==> src/rtl/fwd_scoreboard.sv <==
// Forwarding and load-use hazard unit for a multi-issue pipeline.
// Tracks in-flight destination writes after E and returns per-operand bypass selects and a load-use stall.
module fwd_scoreboard #(
    parameter int unsigned LANES    = 2,
    parameter int unsigned STAGES   = 2,
    parameter int unsigned LOAD_LAT = 1,
    parameter int unsigned SEL_W    = $clog2(LANES*STAGES+1)
) (
    input  logic                      clk,
    input  logic                      rst_n,
    input  logic [LANES-1:0]          ex_valid_i,
    input  logic [LANES-1:0]          ex_regwrite_i,
    input  logic [LANES-1:0]          ex_is_load_i,
    input  logic [5*LANES-1:0]        ex_dest_i,
    input  logic [10*LANES-1:0]       ex_src_i,
    input  logic [2*LANES-1:0]        ex_src_used_i,
    input  logic                      flush_i,
    output logic [SEL_W*2*LANES-1:0]  fwd_sel_o,
    output logic                      stall_o,
    output logic [15:0]               stall_cycles_o
);

    localparam int unsigned REG_W = 5;
    localparam int unsigned OPS   = 2 * LANES;
    localparam int unsigned CNT_W = 16;

    typedef struct packed {
        logic             valid;
        logic [REG_W-1:0] dest;
        logic             is_load;
    } entry_t;

    entry_t [STAGES-1:0][LANES-1:0] sb_q, sb_d;
    logic   [CNT_W-1:0]             cnt_q, cnt_d;
    logic                           stall_c;
    logic   [REG_W-1:0]             src_c;
    logic   [SEL_W-1:0]             sel_c;
    logic                           load_c;

    // Operand lookup: scan oldest to youngest so the youngest (lowest stage, lowest lane) match wins.
    always_comb begin
        fwd_sel_o = '0;
        stall_c   = 1'b0;
        src_c     = '0;
        sel_c     = '0;
        load_c    = 1'b0;
        for (int unsigned k = 0; k < OPS; k++) begin
            src_c  = ex_src_i[REG_W*k +: REG_W];
            sel_c  = '0;
            load_c = 1'b0;
            for (int s = int'(STAGES) - 1; s >= 0; s--) begin
                for (int l = int'(LANES) - 1; l >= 0; l--) begin
                    if (sb_q[s][l].valid && (sb_q[s][l].dest == src_c) && (src_c != '0)) begin
                        sel_c  = SEL_W'(1 + s * int'(LANES) + l);
                        load_c = sb_q[s][l].is_load && (s < int'(LOAD_LAT));
                    end
                end
            end
            fwd_sel_o[SEL_W*k +: SEL_W] = sel_c;
            if (load_c && ex_src_used_i[k] && ex_valid_i[k/2]) begin
                stall_c = 1'b1;
            end
        end
    end

    assign stall_o        = stall_c;
    assign stall_cycles_o = cnt_q;

    // Shift the scoreboard; a stalled or flushed bundle enters as a bubble.
    always_comb begin
        sb_d = sb_q;
        for (int s = int'(STAGES) - 1; s >= 1; s--) begin
            sb_d[s] = sb_q[s-1];
        end
        for (int unsigned l = 0; l < LANES; l++) begin
            if (stall_c || flush_i) begin
                sb_d[0][l] = '0;
            end else begin
                sb_d[0][l].valid   = ex_valid_i[l] && ex_regwrite_i[l] &&
                                     (ex_dest_i[REG_W*l +: REG_W] != '0);
                sb_d[0][l].dest    = ex_dest_i[REG_W*l +: REG_W];
                sb_d[0][l].is_load = ex_is_load_i[l];
            end
        end
        cnt_d = cnt_q;
        if (stall_c && (cnt_q != '1)) begin
            cnt_d = cnt_q + CNT_W'(1);
        end
    end

    always_ff @(posedge clk or negedge rst_n) begin
        if (!rst_n) begin
            sb_q  <= '0;
            cnt_q <= '0;
        end else begin
            sb_q  <= sb_d;
            cnt_q <= cnt_d;
        end
    end

endmodule

==> config.mk <==
export PLATFORM = sky130hd
export DESIGN_NAME = fwd_scoreboard
export DESIGN_NICKNAME = d
export VERILOG_FILES = /design/src/rtl/fwd_scoreboard.sv
export SDC_FILE = /design/constraint.sdc
export NUM_CORES = 1
export LEC_CHECK = 0
export CAP_MARGIN = 10
export CORE_AREA = 5 5 80 82
export DETAILED_ROUTE_END_ITERATION = 6
export DIE_AREA = 0 0 85 87
export PLACE_DENSITY_LB_ADDON = 0.05
export SETUP_SLACK_MARGIN = 0.4
export SLEW_MARGIN = 20
export SYNTH_ARGS = -nofsm -noshare
export SYNTH_HDL_FRONTEND = slang
export SYNTH_SLANG_ARGS = --single-unit
==> constraint.sdc <==
create_clock -name clk -period 6.2 [get_ports clk]
set_clock_uncertainty 0.1 [all_clocks]
set_input_delay 0.62 -clock clk [delete_from_list [all_inputs] [get_ports clk]]
set_output_delay 0.62 -clock clk [all_outputs]
set_load 0.01 [all_outputs]
# Yosys cells after proc, flatten, opt, wreduce, memory -nomap -nowiden
# Index checks and enable logic that the tools add are counted.
dict set report word_totals {
  register_bits 42
  input_bits 43
  output_inout_bits 29
  wordCells 111
}
dict set report op_classes {
  add_sub_neg 1
  eq_ne 17
  muxes 30
  reduce_logical 52
}
# operator count
set op_table {}
lappend op_table {{== test 5 bit} 16}
lappend op_table {{two-way mux 3 bit} 16}
lappend op_table {{logical AND 1 bit} 45}
lappend op_table {{nonzero test 5 bit} 6}
lappend op_table {{adder 16 x 1 -> 16 bit, second input constant} 1}
lappend op_table {{!= test 16 bit, second input constant} 1}
lappend op_table {{two-way mux 7 bit} 2}
lappend op_table {{two-way mux 1 bit} 12}
lappend op_table {{logical OR 1 bit} 1}

# Depth between registers and ports, before layout
dict set report depth {
  depth_word 13
  mapped_depth 10
}

# Worst setup path before layout
# OpenSTA, ideal clock, no wires.
dict set report synth_path {
  kind {input to output}
  start {input ex_src_i[7]}
  end {output stall_o}
  arrival_ns 2.291
  path_slack_ns 3.189
  path_stages 7
  path_cell_list {buf_2 -> or4_4 -> nor2_4 -> nor4_2 -> or4_4 -> a21oi_2 -> or2_4}
}
dict set report synth_via {
  elab_chain_cells 10
  elab_cells_between_ends 14
  cone_classes {eq/ne (2); mux (5); reduce/logical (7)}
}
# element line
set synth_lines {}
lappend synth_lines {{start: declaration} 15} ;# input logic [10*LANES-1:0] ex_src_i,
lappend synth_lines {{== test 5 bit} 53} ;# if (sb_q[s][l].valid && (sb_q[s][l].dest == src_c) && (src_c != '0)) begin
lappend synth_lines {{logical AND 1 bit (2 in a row)} 53}
lappend synth_lines {{two-way mux 1 bit} 53}
lappend synth_lines {{two-way mux 1 bit (*)} 53}
lappend synth_lines {{logical AND 1 bit (*) (2 in a row)} 60} ;# if (load_c && ex_src_used_i[k] && ex_valid_i[k/2]) begin
lappend synth_lines {{two-way mux 1 bit (*) (3 in a row)} 60}
lappend synth_lines {{end: declaration} 19} ;# output logic stall_o,
# Mark *: on every way between the ends. The rest lies on a longest branch, timed or not.

# Worst setup path after layout
dict set report layout_path {
  start {input ex_src_i[13]}
  end {output stall_o}
}
dict set report layout_via {
  elab_chain_cells 9
  elab_cells_between_ends 13
  cone_classes {eq/ne (2); mux (4); reduce/logical (7)}
}
# element line
set layout_lines {}
lappend layout_lines {{== test 5 bit} 53}
lappend layout_lines {{logical AND 1 bit (2 in a row)} 53}
lappend layout_lines {{two-way mux 1 bit} 53}
lappend layout_lines {{two-way mux 1 bit (*)} 53}
lappend layout_lines {{logical AND 1 bit (*) (2 in a row)} 60}
lappend layout_lines {{two-way mux 1 bit (*) (2 in a row)} 60}
# Marked as above.

==> results.py <==
metrics = {
    "outcome": {
        "status": "finished clean",
    },
    "routing": {
        "route.detailed.drc": 0,
        "first_pass_iters": 4,
        "wl_per_cell_um": 17.5,
        "antenna_left": 0,
        "vias_per_cell": 5.45,
        "wirelength_um": 7450,
        "via_count": 2315,
        "drt_iter0_drc": 102,
    },
    "setup_path": {
        "critPathMaxStageDelay_ns": 0.67,
        "crit_top_cell": "clkdlybuf4s50_1",
        "arrival_ns": 3.46,
        "crit_chain": "clkdlybuf4s50_1, or4_1, nor2_1, nor4_1, mux2i_1, o2111ai_1, or2_4, clkdlybuf4s50_1",
        "slowest_stage": "clkdlybuf4s50_1",
        "crit_path_end_kind": "primary output",
        "path_class": "input port to primary output",
        "crit_path_start_kind": "input port",
        "worst-path-max-fanout": 5,
        "cp.required_ns": 5.48,
    },
    "die": {
        "die_width_um": 85,
        "chipHeight_um": 87,
        "initial_core_util_pct": 50.4,
        "io_pins": 72,
        "num_rows": 28,
        "die_area_um2": 7400,
        "core_area_um2": 5680,
    },
    "clock_tree": {
        "cts_buffer_depth": 2,
        "clock_latency_ns": 0.29,
        "clkTransAtPathRegs_ns": 0.08,
        "cts_resized": 0,
        "cts_buffers": 5,
        "cts_max_level": 2,
        "cts-hold-fix-buffers": 0,
        "cts_setup_buffers": 0,
        "cts.sinks": 42,
        "cts_tree": "yes",
        "root_buffer": "clkbuf_8",
    },
    "timing": {
        "timing.final.ws_setup_ns": 2.02,
        "setup_viol": 0,
        "rsz0062_at_grt": "false",
        "post-route-min-period_ns": 4.18,
        "timing.final.crit_share_pct": 67.4,
        "fin_setup_tns_ns": 0,
        "slew_violations": 0,
        "max_slew_margin_pct": 36.6,
        "max_freq_mhz": 239,
        "max_slew.worst_pin.slew_ns": 0.952,
        "finalHoldViolations": 0,
    },
    "synth": {
        "synthTopCellsByCount": "xnor2_1 (59), dfrtp_1 (42), xor2_1 (34)",
        "synth_edf_count": 0,
        "synthCells": 299,
        "syn-cell-area_um2": 2860,
        "synth-seq-cells": 42,
        "ys_warn_count": 0,
        "ys_seq_area_share_pct": 36.8,
        "synth_cell_types": 39,
        "yosysTopAreaCellShare_pct": 36.8,
        "synthArstFlopShare_pct": 100,
        "avgSynthCellArea_um2": 9.56,
        "synthDominantAreaCellType": "dfrtp_1",
        "synthTopCellsByArea": "dfrtp_1 (37%), xnor2_1 (18%), xor2_1 (10%), nand4_1 (4.6%), or4_1 (3.4%)",
        "synth_ff_type": "dfrtp_1",
        "synth_most_common_cell": "xnor2_1",
        "syn_nets": 343,
    },
    "cells_and_area": {
        "fin_cells": 425,
        "design_area_um2": 3630,
        "layout-drive-gt1-share_pct": 6.57,
        "areaGrowthSynthToFinish_pct": 27.1,
        "diodes": 0,
        "nets": 393,
    },
    "global_routing": {
        "grt.overflow.total": 0,
        "grt_pass1_wl_um": 12200,
        "grt.total_usage_pct": 21.2,
        "first_global_vias": 2475,
        "antenna_found_initial": 0,
        "grt_max_degree": 43,
    },
    "placed_design": {
        "dpl_cell_area_um2": 3520,
        "hpwlAfterDp_um": 5770,
        "dp_slack_ns": 2.04,
        "gp_congestion": 0.838,
        "dp_cells": 417,
        "io_buffers": 71,
    },
    "flow_run": {
        "maxCapViolCount": 0,
    },
    "power_and_ir_drop": {
        "pwr_density_cell_nw_per_um2": 169,
        "ir_drop_uv": 116,
        "power_leakage_nw": 1.41,
    },
    "min_path": {
        "hp-class": "input port to asynchronous set/reset pin",
    },
}
==> critical path, delay by kind of cell <==
kind	cells	cell delay, ns
compound gates	1	0.19
buf+inv	2	1.16
mux	1	0.30
simple gates	4	1.20
==> registers in the layout (all words and copies together), names as in the netlist <==
signal,count
sb_d,14
stall_cycles_o,16
sb_q,12
==> kinds of logic (layout without fill, tap and decap cells) <==
family / after synthesis / in the layout / share of synthesized area [%]
AOI/OAI and AO/OA: 9 / 9 / 2.63
xor gates and xnor gates: 93 / 93 / 28.5
adders and majority gates: 1 / 1 / 0.438
buffers and inverters: 30 / 81 / 5.04
DFF: 42 / 42 / 36.8
muxes: 5 / 5 / 1.84
and+or+nand+nor: 119 / 119 / 24.8
==> layout make-up <==
class / count / area [um2]
fillers: 488 / 2040
flip-flops and latches: 42 / 1050
well taps: 75 / 93.8
multi-input cells: 227 / 1660
clock buffers: 8 / 110
repair buffers: 71 / 706
inverters: 2 / 7.51
==> per-layer routing <==
metal | up-vias | part of all wire [%] | track usage [%]
li1 | 1124 | - | -
met1 | 1103 | 42 | 24.3
met2 | 69 | 49 | 36.9
met3 | 19 | 5.6 | 5.20
met4 | 0 | 3.5 | 10.5
met5 | - | 0 | 0
==> layout by cell type, fill, tap and decap left out, drive strengths merged, types with 3 or more instances in the layout <==
master         Yosys  layout
nor2              16      16
a21oi              3       3
and3               5       5
nand2             13      13
xor2              34      34
and2              13      13
or4               16      16
mux2i              3       3
xnor2             59      59
nor4              13      13
clkdlybuf4s50      0      70
nand4             21      21
nand2b             3       3
nand3             11      11
clkbuf            13       8
dfrtp             42      42
==> where the power goes <==
part | leakage (nW) | total, mW | internal [mW] | switching [mW]
logic | 0.798 | 0.108 | 0.0604 | 0.0473
clock network | 0.0575 | 0.203 | 0.112 | 0.0901
registers | 0.556 | 0.304 | 0.283 | 0.0207
total | 1.41 | 0.614 | 0.456 | 0.158
==> path summary, 6_finish.rpt <==
kind | start | endpoint | slack, ns | cells past startpoint
max in group asynchronous | rst_n | stall_cycles_o[14] | 5.03 | 1
worst min register to register | stall_cycles_o[10] | stall_cycles_o[10] | 0.39 | 1
min in group clk | stall_cycles_o[10] | stall_cycles_o[10] | 0.39 | 1
worst min-delay path | rst_n | stall_cycles_o[3] | 0.37 | 1
worst max register to register | sb_d[16] | sb_d[20] | 3.27 | 8
worst max-delay path | ex_src_i[13] | stall_o | 2.02 | 8
==> stage by stage <==
stage | hold slack (ns) | utilization [%] | power [mW]
finish | 0.373 | 64.0 | 0.614
global route | 0.417 | 64.0 | 0.648
CTS | 0.395 | 64.0 | 0.621
detailed placement | 0.378 | 62.0 | 0.417
global placement | 0.375 | 62.0 | 0.415
floorplan | 0.224 | - | 0.370
Power figures use the tool's default switching activity.
